**config.mk**
```make
export PLATFORM = sky130hd
export DESIGN_NAME = irq_pending_latch
export DESIGN_NICKNAME = d
export VERILOG_FILES = /design/src/rtl/irq_pkg.sv /design/src/rtl/irq_edge_detect.sv /design/src/rtl/irq_pending_latch.sv
export SDC_FILE = /design/constraint.sdc
export NUM_CORES = 1
export LEC_CHECK = 0
export CAP_MARGIN = 20
export CORE_MARGIN = 5
export CORE_UTILIZATION = 40
export DETAILED_ROUTE_END_ITERATION = 10
export PLACE_DENSITY = 0.82
export SYNTH_ARGS = -nofsm -noshare
export SYNTH_HDL_FRONTEND = slang
export SYNTH_HIERARCHICAL = 1
export SYNTH_SLANG_ARGS = --single-unit
```
**constraint.sdc**
```tcl
create_clock -name clk -period 1.6 [get_ports clk]
set_input_delay 0.24 -clock clk [delete_from_list [all_inputs] [get_ports clk]]
set_output_delay 0.24 -clock clk [all_outputs]
set_load 0.01 [all_outputs]
```
**src/rtl/irq_pkg.sv**
```systemverilog
// Shared constants, FSM state type and index helper for irq_pending_latch.
// Used by irq_edge_detect and irq_pending_latch.
package irq_pkg;

    localparam int N_SRC = 8;
    localparam int IDX_W = 3;
    localparam int CNT_W = 4;

    typedef enum logic [1:0] {
        IDLE  = 2'd0,
        ARMED = 2'd1,
        LOCK  = 2'd2
    } irq_state_e;

    function automatic logic [N_SRC-1:0] idx_onehot(
        input logic [IDX_W-1:0] idx
    );
        logic [N_SRC-1:0] v;
        v      = '0;
        v[idx] = 1'b1;
        return v;
    endfunction

endpackage

```
**src/rtl/irq_edge_detect.sv**
```systemverilog
// Per-source set-term generator: rising-edge or level, selected by edge_sel.
// Holds the previous-cycle sample of the request lines.
module irq_edge_detect
    import irq_pkg::*;
(
    input  logic             clk,
    input  logic             rst,
    input  logic [N_SRC-1:0] irq_in,
    input  logic [N_SRC-1:0] edge_sel,
    output logic [N_SRC-1:0] set
);

    logic [N_SRC-1:0] irq_d;

    always_ff @(posedge clk) begin
        if (rst) begin
            irq_d <= '0;
        end else begin
            irq_d <= irq_in;
        end
    end

    assign set = (edge_sel & irq_in & ~irq_d) | (~edge_sel & irq_in);

endmodule

```
**src/rtl/irq_pending_latch.sv**
```systemverilog
// Sticky maskable pending latch with ack-throttling FSM feeding an 8-in encoder.
// Optional sticky overflow flags when IRQ_LATCH_OVF_EN is defined.
module irq_pending_latch
    import irq_pkg::*;
#(
    parameter int LOCK_CYC = 2
)
(
    input  logic             clk,
    input  logic             rst,
    input  logic [N_SRC-1:0] irq_in,
    input  logic [N_SRC-1:0] edge_sel,
    input  logic [N_SRC-1:0] mask,
    output logic [N_SRC-1:0] pend_out,
    output logic             pend_valid,
    input  logic             ack,
    input  logic [IDX_W-1:0] ack_idx,
    output logic             idle,
    output logic [N_SRC-1:0] ovf,
    input  logic             ovf_clr
);

    localparam logic [CNT_W-1:0] LOCK_INIT = CNT_W'(LOCK_CYC - 1);

    if (LOCK_CYC < 1 || LOCK_CYC > 15) begin : g_bad_lock
        $error("LOCK_CYC must be in 1..15");
    end

    logic [N_SRC-1:0] set;
    logic [N_SRC-1:0] clr;
    logic [N_SRC-1:0] pending;
    logic [N_SRC-1:0] pend_nxt;
    logic             any_out;
    logic             accept;
    irq_state_e       state_q;
    irq_state_e       state_d;
    logic [CNT_W-1:0] cnt_q;
    logic [CNT_W-1:0] cnt_d;

    irq_edge_detect u_edge (
        .clk      (clk),
        .rst      (rst),
        .irq_in   (irq_in),
        .edge_sel (edge_sel),
        .set      (set)
    );

    assign any_out    = |pend_out;
    assign pend_valid = (state_q == ARMED) && any_out;
    assign accept     = ack && pend_valid;
    assign clr        = accept ? idx_onehot(ack_idx) : '0;

    // Set dominates clear so a same-cycle event is never lost.
    assign pend_nxt = set | (pending & ~clr);

    always_ff @(posedge clk) begin
        if (rst) begin
            pending  <= '0;
            pend_out <= '0;
            idle     <= 1'b1;
        end else begin
            pending  <= pend_nxt;
            pend_out <= pend_nxt & ~mask;
            idle     <= ~|pend_nxt;
        end
    end

    always_ff @(posedge clk) begin
        if (rst) begin
            state_q <= IDLE;
            cnt_q   <= '0;
        end else begin
            state_q <= state_d;
            cnt_q   <= cnt_d;
        end
    end

    always_comb begin
        state_d = state_q;
        cnt_d   = cnt_q;
        unique case (state_q)
            IDLE: begin
                if (any_out) begin
                    state_d = ARMED;
                end
            end
            ARMED: begin
                if (accept) begin
                    state_d = LOCK;
                    cnt_d   = LOCK_INIT;
                end else if (!any_out) begin
                    state_d = IDLE;
                end
            end
            LOCK: begin
                if (cnt_q == '0) begin
                    state_d = any_out ? ARMED : IDLE;
                end else begin
                    cnt_d = cnt_q - 1'b1;
                end
            end
            default: begin
                state_d = IDLE;
                cnt_d   = '0;
            end
        endcase
    end

`ifdef IRQ_LATCH_OVF_EN
    logic [N_SRC-1:0] ovf_q;
    logic [N_SRC-1:0] ovf_set;

    // Only edge sources can overrun; a level line simply stays pending.
    assign ovf_set = edge_sel & set & pending & ~clr;

    always_ff @(posedge clk) begin
        if (rst) begin
            ovf_q <= '0;
        end else begin
            ovf_q <= (ovf_q & {N_SRC{~ovf_clr}}) | ovf_set;
        end
    end

    assign ovf = ovf_q;
`else
    logic unused_ovf_clr;

    assign unused_ovf_clr = ovf_clr;
    assign ovf            = '0;
`endif

endmodule

```
After elaboration in Yosys (flattened, before gate mapping)
Cells that the tools add are included.
{ "totals": {"register_bits": 31, "in_bits": 31, "out_inout_bits": 18, "word_cells": 50} }
{ "classes": {"n_addsub": 1, "n_lt_le_gt_ge": 2, "n_eq_ne": 7, "n_mux": 12, "bitwise_logic": 12, "n_reduce_logical": 10} }
{ "op_table": {"columns": ["operator", "n"], "rows": [
  ["8-bit AND", 5],
  ["8-bit NOT", 4],
  ["8-bit OR", 2],
  ["8-bit OR reduction", 2],
  ["4-bit case mux with 3 select lines", 1],
  ["2-bit two-way mux", 4],
  ["4-bit two-way mux", 2],
  ["8-bit two-way mux", 1],
  ["2-bit != test (second input constant)", 4],
  ["2-bit case mux with 3 select lines", 1],
  ["3-bit AND reduction", 2],
  ["4-bit zero test", 1],
  ["3-bit by 4-bit < comparator with 1-bit output (second input constant)", 1],
  ["4-bit by 1-bit subtractor with 4-bit output (second input constant)", 1],
  ["1-bit demux with 3-bit select", 1],
  ["3-bit by 1-bit greater-or-equal comparator with 1-bit output (second input constant)", 1],
  ["1-bit logical AND", 3],
  ["3-bit != test (second input constant)", 1],
  ["2-bit by 1-bit == test with 1-bit output (second input constant)", 1],
  ["2-bit == test (second input constant)", 1],
  ["2-bit zero test", 1],
  ["1-bit two-way mux", 2],
  ["1-bit zero test", 1],
  ["1-bit NOT", 1]
]} }

Logic depth before layout (Yosys ltp)
{ "depth": {"word_depth": 10, "ltp_mapped": 7, "mapped_depth_nobuf": 7} }

By module
The synthesis kept the hierarchy.
{ "modules_own_cells": {"columns": ["mod", "n_inst", "cells_each", "area_each_um2", "seq_area_each_um2"], "rows": [
  ["irq_pending_latch", 1, 120, 1121.1, 460.4],
  ["irq_edge_detect", 1, 24, 270.3, 160.2]
]} }

Worst setup path after synthesis
OpenSTA, ideal clock, no wires.
{ "synth_timing": {"kind": "register -> register", "from": "reg cnt_q[0]", "to": "reg cnt_q[2]", "arrival_ps": 1709, "setup_slack_ps": -180, "path_stages_with_launch": 7, "synth_period_minus_slack_ps": 1780, "path_cell_list": "dfxtp_1 inv_1 ha_1 nor3b_1 a221o_2 or4_1 a21oi_1"} }
{ "synth_via": {"elab_chain_len": 3, "elab_cells_between_ends": 6, "cone_classes": "add/sub (1); eq/ne (1); mux (2); reduce/logical (2)"} }
{ "synth_lines": {"columns": ["element", "line_no", "rtl"], "rows": [
  ["start: declaration", "irq_pending_latch.sv:37", "logic [CNT_W-1:0] cnt_q;"],
  ["start signal: assignment", "irq_pending_latch.sv:74", "cnt_q <= cnt_d;"],
  ["4-bit by 1-bit subtractor with 4-bit output or 4-bit zero test (tied branches)", "irq_pending_latch.sv:99, irq_pending_latch.sv:96", null],
  ["4-bit two-way mux or 2-bit != test (tied branches)", null, null],
  ["4-bit case mux with 3 select lines or 3-bit AND reduction (tied branches)", null, null]
]} }
Parallel ways exist; a longest one is shown, timed or not. The select of a mux whose other input is x is not followed.
A chain may end at the register's enable or synchronous reset.

Worst setup path after layout
{ "layout_timing": {"from": "reg pend_out[2]", "to": "out pend_valid"} }
{ "layout_via": {"elab_chain_len": 2} }
{ "layout_lines": {"columns": ["element", "line_no", "rtl"], "rows": [
  ["start: declaration", "irq_pending_latch.sv:14", "output logic [N_SRC-1:0] pend_out,"],
  ["start signal: assignment", "irq_pending_latch.sv:63", "pend_out <= pend_nxt & ~mask;"],
  ["8-bit OR reduction", "irq_pending_latch.sv:48", "assign any_out = |pend_out;"],
  ["1-bit logical AND", "irq_pending_latch.sv:49", "assign pend_valid = (state_q == ARMED) && any_out;"],
  ["end: declaration", "irq_pending_latch.sv:15", "output logic pend_valid,"]
]} }
Every way passes these cells.

==> run_results.csv <==
group,metric,value,unit
synthesis,synth_edf_count,0,
synthesis,syn-cell-area,1390,µm²
routing,first_pass_iters,4,
critical_path,cp-end-kind,"primary output",
clock_network,clock-root-buffer,"clkbuf_4",
synthesis,yosysTopAreaCellShare,0.446,
floorplanning,row_count,21,
power,p_leak,0.924,nW
clock_network,numCtsBuffers,5,
critical_path,required,1360,ps
critical_path,r2r_slack,-320,ps
routing,drt-initial-drc-count,61,
critical_path,cp-start-kind,"flop",
global_routing,grt_pass1_vias,1222,
synthesis,syn_area_per_cell,9.66,µm²
sta,setup_viol,15,
clock_network,clkSinkCount,31,
critical_path,cp_data_arrival_time,1720,ps
floorplanning,io-pin-count,49,
synthesis,synth-seq-area-share,0.446,
floorplanning,core_area,3360,µm²
sta,final_hold_viol_count,0,
synthesis,synth_cells,144,
sta,period_minus_slack,1960,ps
synthesis,synth_top_family_by_area,"simple AND/OR/NAND/NOR gates",
sta,rsz0062_at_grt,"yes",
synthesis,synth_xor_area_frac,0,
critical_path,cp_max_fo,2,
finish,antenna_cells,0,
power,finalPower,1.92,mW
clock_network,cts_tree,"built",
sta,final.setup.worst_slack,-361,ps
sta,slew_viol_final,0,
routing,wirelength,3.39,mm
synthesis,ys.flop_type,"dfxtp_1",
floorplanning,die_w,69.0,µm
synthesis,yosysWarnings,6,
status,outcome,"finished with violations",
global_routing,antenna_found_initial,0,
clock_network,holdBufCountCts,0,
synthesis,yosys.area_share.adder,0.0540,
status,violations,"negative setup slack",
floorplanning,initial_core_util,0.414,
place,port_buffers,39,
finish,fin_nets,263,
clock_network,clk_pin_slew,90,ps
sta,max_freq,510,MHz
synthesis,synthArstFlopShare,0,
place,place_congestion,0.838,
synthesis,synthMuxAreaShare,0.00719,
routing,route.vias.total,1318,
worst_hold_path,hold_class,"primary input to flop",
sta,clock_skew,4.03,ps
synthesis,yosys.area.top_type,"dfxtp_1",
place,dpl-instance-area,2070,µm²
clock_network,ctsHtreeMaxLevel,2,
synthesis,yosys.area_share.simple,0.266,
power,cellPowerDensity,854,nW/µm²
finish,area_growth,61.9,%
finish,fillers,267,
critical_path,timing_worst_setup_path_type,"flop to primary output",
sta,post-route-period-util,1.23,
global_routing,grt_pass1_wl,5.14,mm
synthesis,synth_compound_area_frac,0.159,
power,peakVddDrop,0.589,mV
routing,wl_per_cell,12.4,µm
global_routing,grt_use_total,0.149,
finish,design_area,2250,µm²
place,dp_hpwl,2.50,mm
routing,drc,0,
flow_run,cap_violations,0,
floorplanning,die_h,69.0,µm
synthesis,ys_top_cells_by_area,"dfxtp_1 (45%), ha_1 (5.4%), buf_4 (4.3%)",
routing,vias_per_cell,4.83,
clock_network,clock_path_buffers,2,
sta,holdWs,435,ps
global_routing,grt_max_degree,17,
synthesis,ys_seq_elements,31,
global_routing,overflow,0,
finish,layout-drive-gt1-share,0.374,
synthesis,ys_types,38,
clock_network,clk_latency,330,ps
floorplanning,die_area,4760,µm²
routing,antenna_left,0,
cells by family (layout without fill, tap and decap cells):
| family | Yosys count | in the layout |
|---|---|---|
| AND/OR/NAND/NOR | 58 | 58 |
| AO/OA/AOI/OAI | 31 | 31 |
| flip-flops | 31 | 31 |
| buffers and inverters | 16 | 92 |
| adder cells (fa/ha/maj) | 6 | 6 |
| other | 1 | 8 |
| multiplexers | 1 | 1 |
cells in the final DEF, fill, tap and decap left out, types with 2 or more instances in the layout:
master / netlist / routed
buf_4: 8 / 38
clkdlybuf4s50_1: 0 / 38
nand4b_1: 2 / 2
o21ai_2: 0 / 2
o22ai_1: 4 / 2
or3b_4: 0 / 2
nor2b_1: 9 / 9
o21ai_0: 5 / 2
dfxtp_1: 31 / 20
nor2_1: 12 / 12
ha_1: 6 / 3
or4_4: 2 / 2
nand2b_1: 2 / 2
nand2_1: 3 / 3
ha_2: 0 / 2
o22ai_2: 2 / 4
buf_6: 0 / 2
inv_1: 6 / 4
nor3_1: 9 / 8
conb_1: 1 / 8
clkbuf_4: 0 / 5
dfxtp_2: 0 / 11
or3_1: 5 / 5
a21oi_1: 7 / 5
a21oi_2: 0 / 2
a21boi_1: 4 / 4
a21boi_0: 4 / 4
inv_2: 0 / 2
clkbuf_1: 2 / 2
path summary, 6_finish.rpt:
kind	from	depth (start not counted)	end
worst max register to register	pend_out[5]	8	cnt_q[0]
worst min-delay path	mask[4]	2	pend_out[4]
worst min register to register	pending[2]	2	pending[2]
worst max-delay path	pend_out[2]	4	pend_valid
where the power goes:
part / total (mW) / internal [mW] / leakage, nW / switching, mW
clock network: 0.431 / 0.171 / 0.0293 / 0.261
registers: 0.854 / 0.827 / 0.261 / 0.0266
logic: 0.638 / 0.372 / 0.634 / 0.267
timing repair:
action	4_1_cts	5_1_grt
buffers inserted	4	3
gates resized for setup	19	10
setup endpoints to repair	18	22
hold endpoints to repair	0	0
pin swaps	7	7
layout make-up:
class	count	area [µm²]	share of cell area
multi-input combinational	104	800	0.355
timing repair buffer	78	688	0.306
sequential	31	634	0.282
tap	46	57.6	0.0256
clock buffer	7	45.0	0.0200
inverter	6	22.5	0.0100
clock inverter	1	5.00	0.00222
cells in the mapped netlist (2+ instances only):
master / count
nand4b_1: 2
or3b_2: 3
or4_4: 2
nor2b_1: 9
a21boi_0: 4
o22ai_1: 4
inv_1: 6
nor3_1: 9
clkbuf_1: 2
nor2_1: 12
buf_4: 8
or3_1: 5
nand2b_1: 2
o22ai_2: 2
a21boi_1: 4
dfxtp_1: 31
nand2_1: 3
ha_1: 6
o21ai_0: 5
a21oi_1: 7
metal layers:
metal | GRT usage | up-vias | wire (µm)
met3 | 0.0551 | 7 | 240
met1 | 0.160 | 604 | 1320
met5 | 0 | - | 0
li1 | - | 666 | -
met4 | 0.0730 | 0 | 72
met2 | 0.257 | 41 | 1750
per-stage QoR:
| step | instances | setup slack (ps) | TNS [ps] | utilization |
|---|---|---|---|---|
| 2_1_floorplan | 151 | -96.2 | -317 | - |
| 3_3_place_gp | 259 | -379 | -5170 | 0.617 |
| 3_5_place_dp | 259 | -411 | -5440 | 0.617 |
| 4_1_cts | 270 | -371 | -2270 | 0.651 |
| 5_1_grt | 273 | -408 | -3760 | 0.670 |
| 6_report | 273 | -361 | -2520 | 0.670 |
critical path, cell delays in order (launching register included):
cell     delay, ps
dfxtp_2        330
or4_4          570
nor2_8         130
and2b_2        240
buf_6          120
flip-flops by register name, summed over array words and instances, names as in the netlist:
signal	count
state_q	2
idle	1
cnt_q	4
pend_out	8
pending	8
u_edge/irq_d	8
Power figures use the tool's default switching activity.
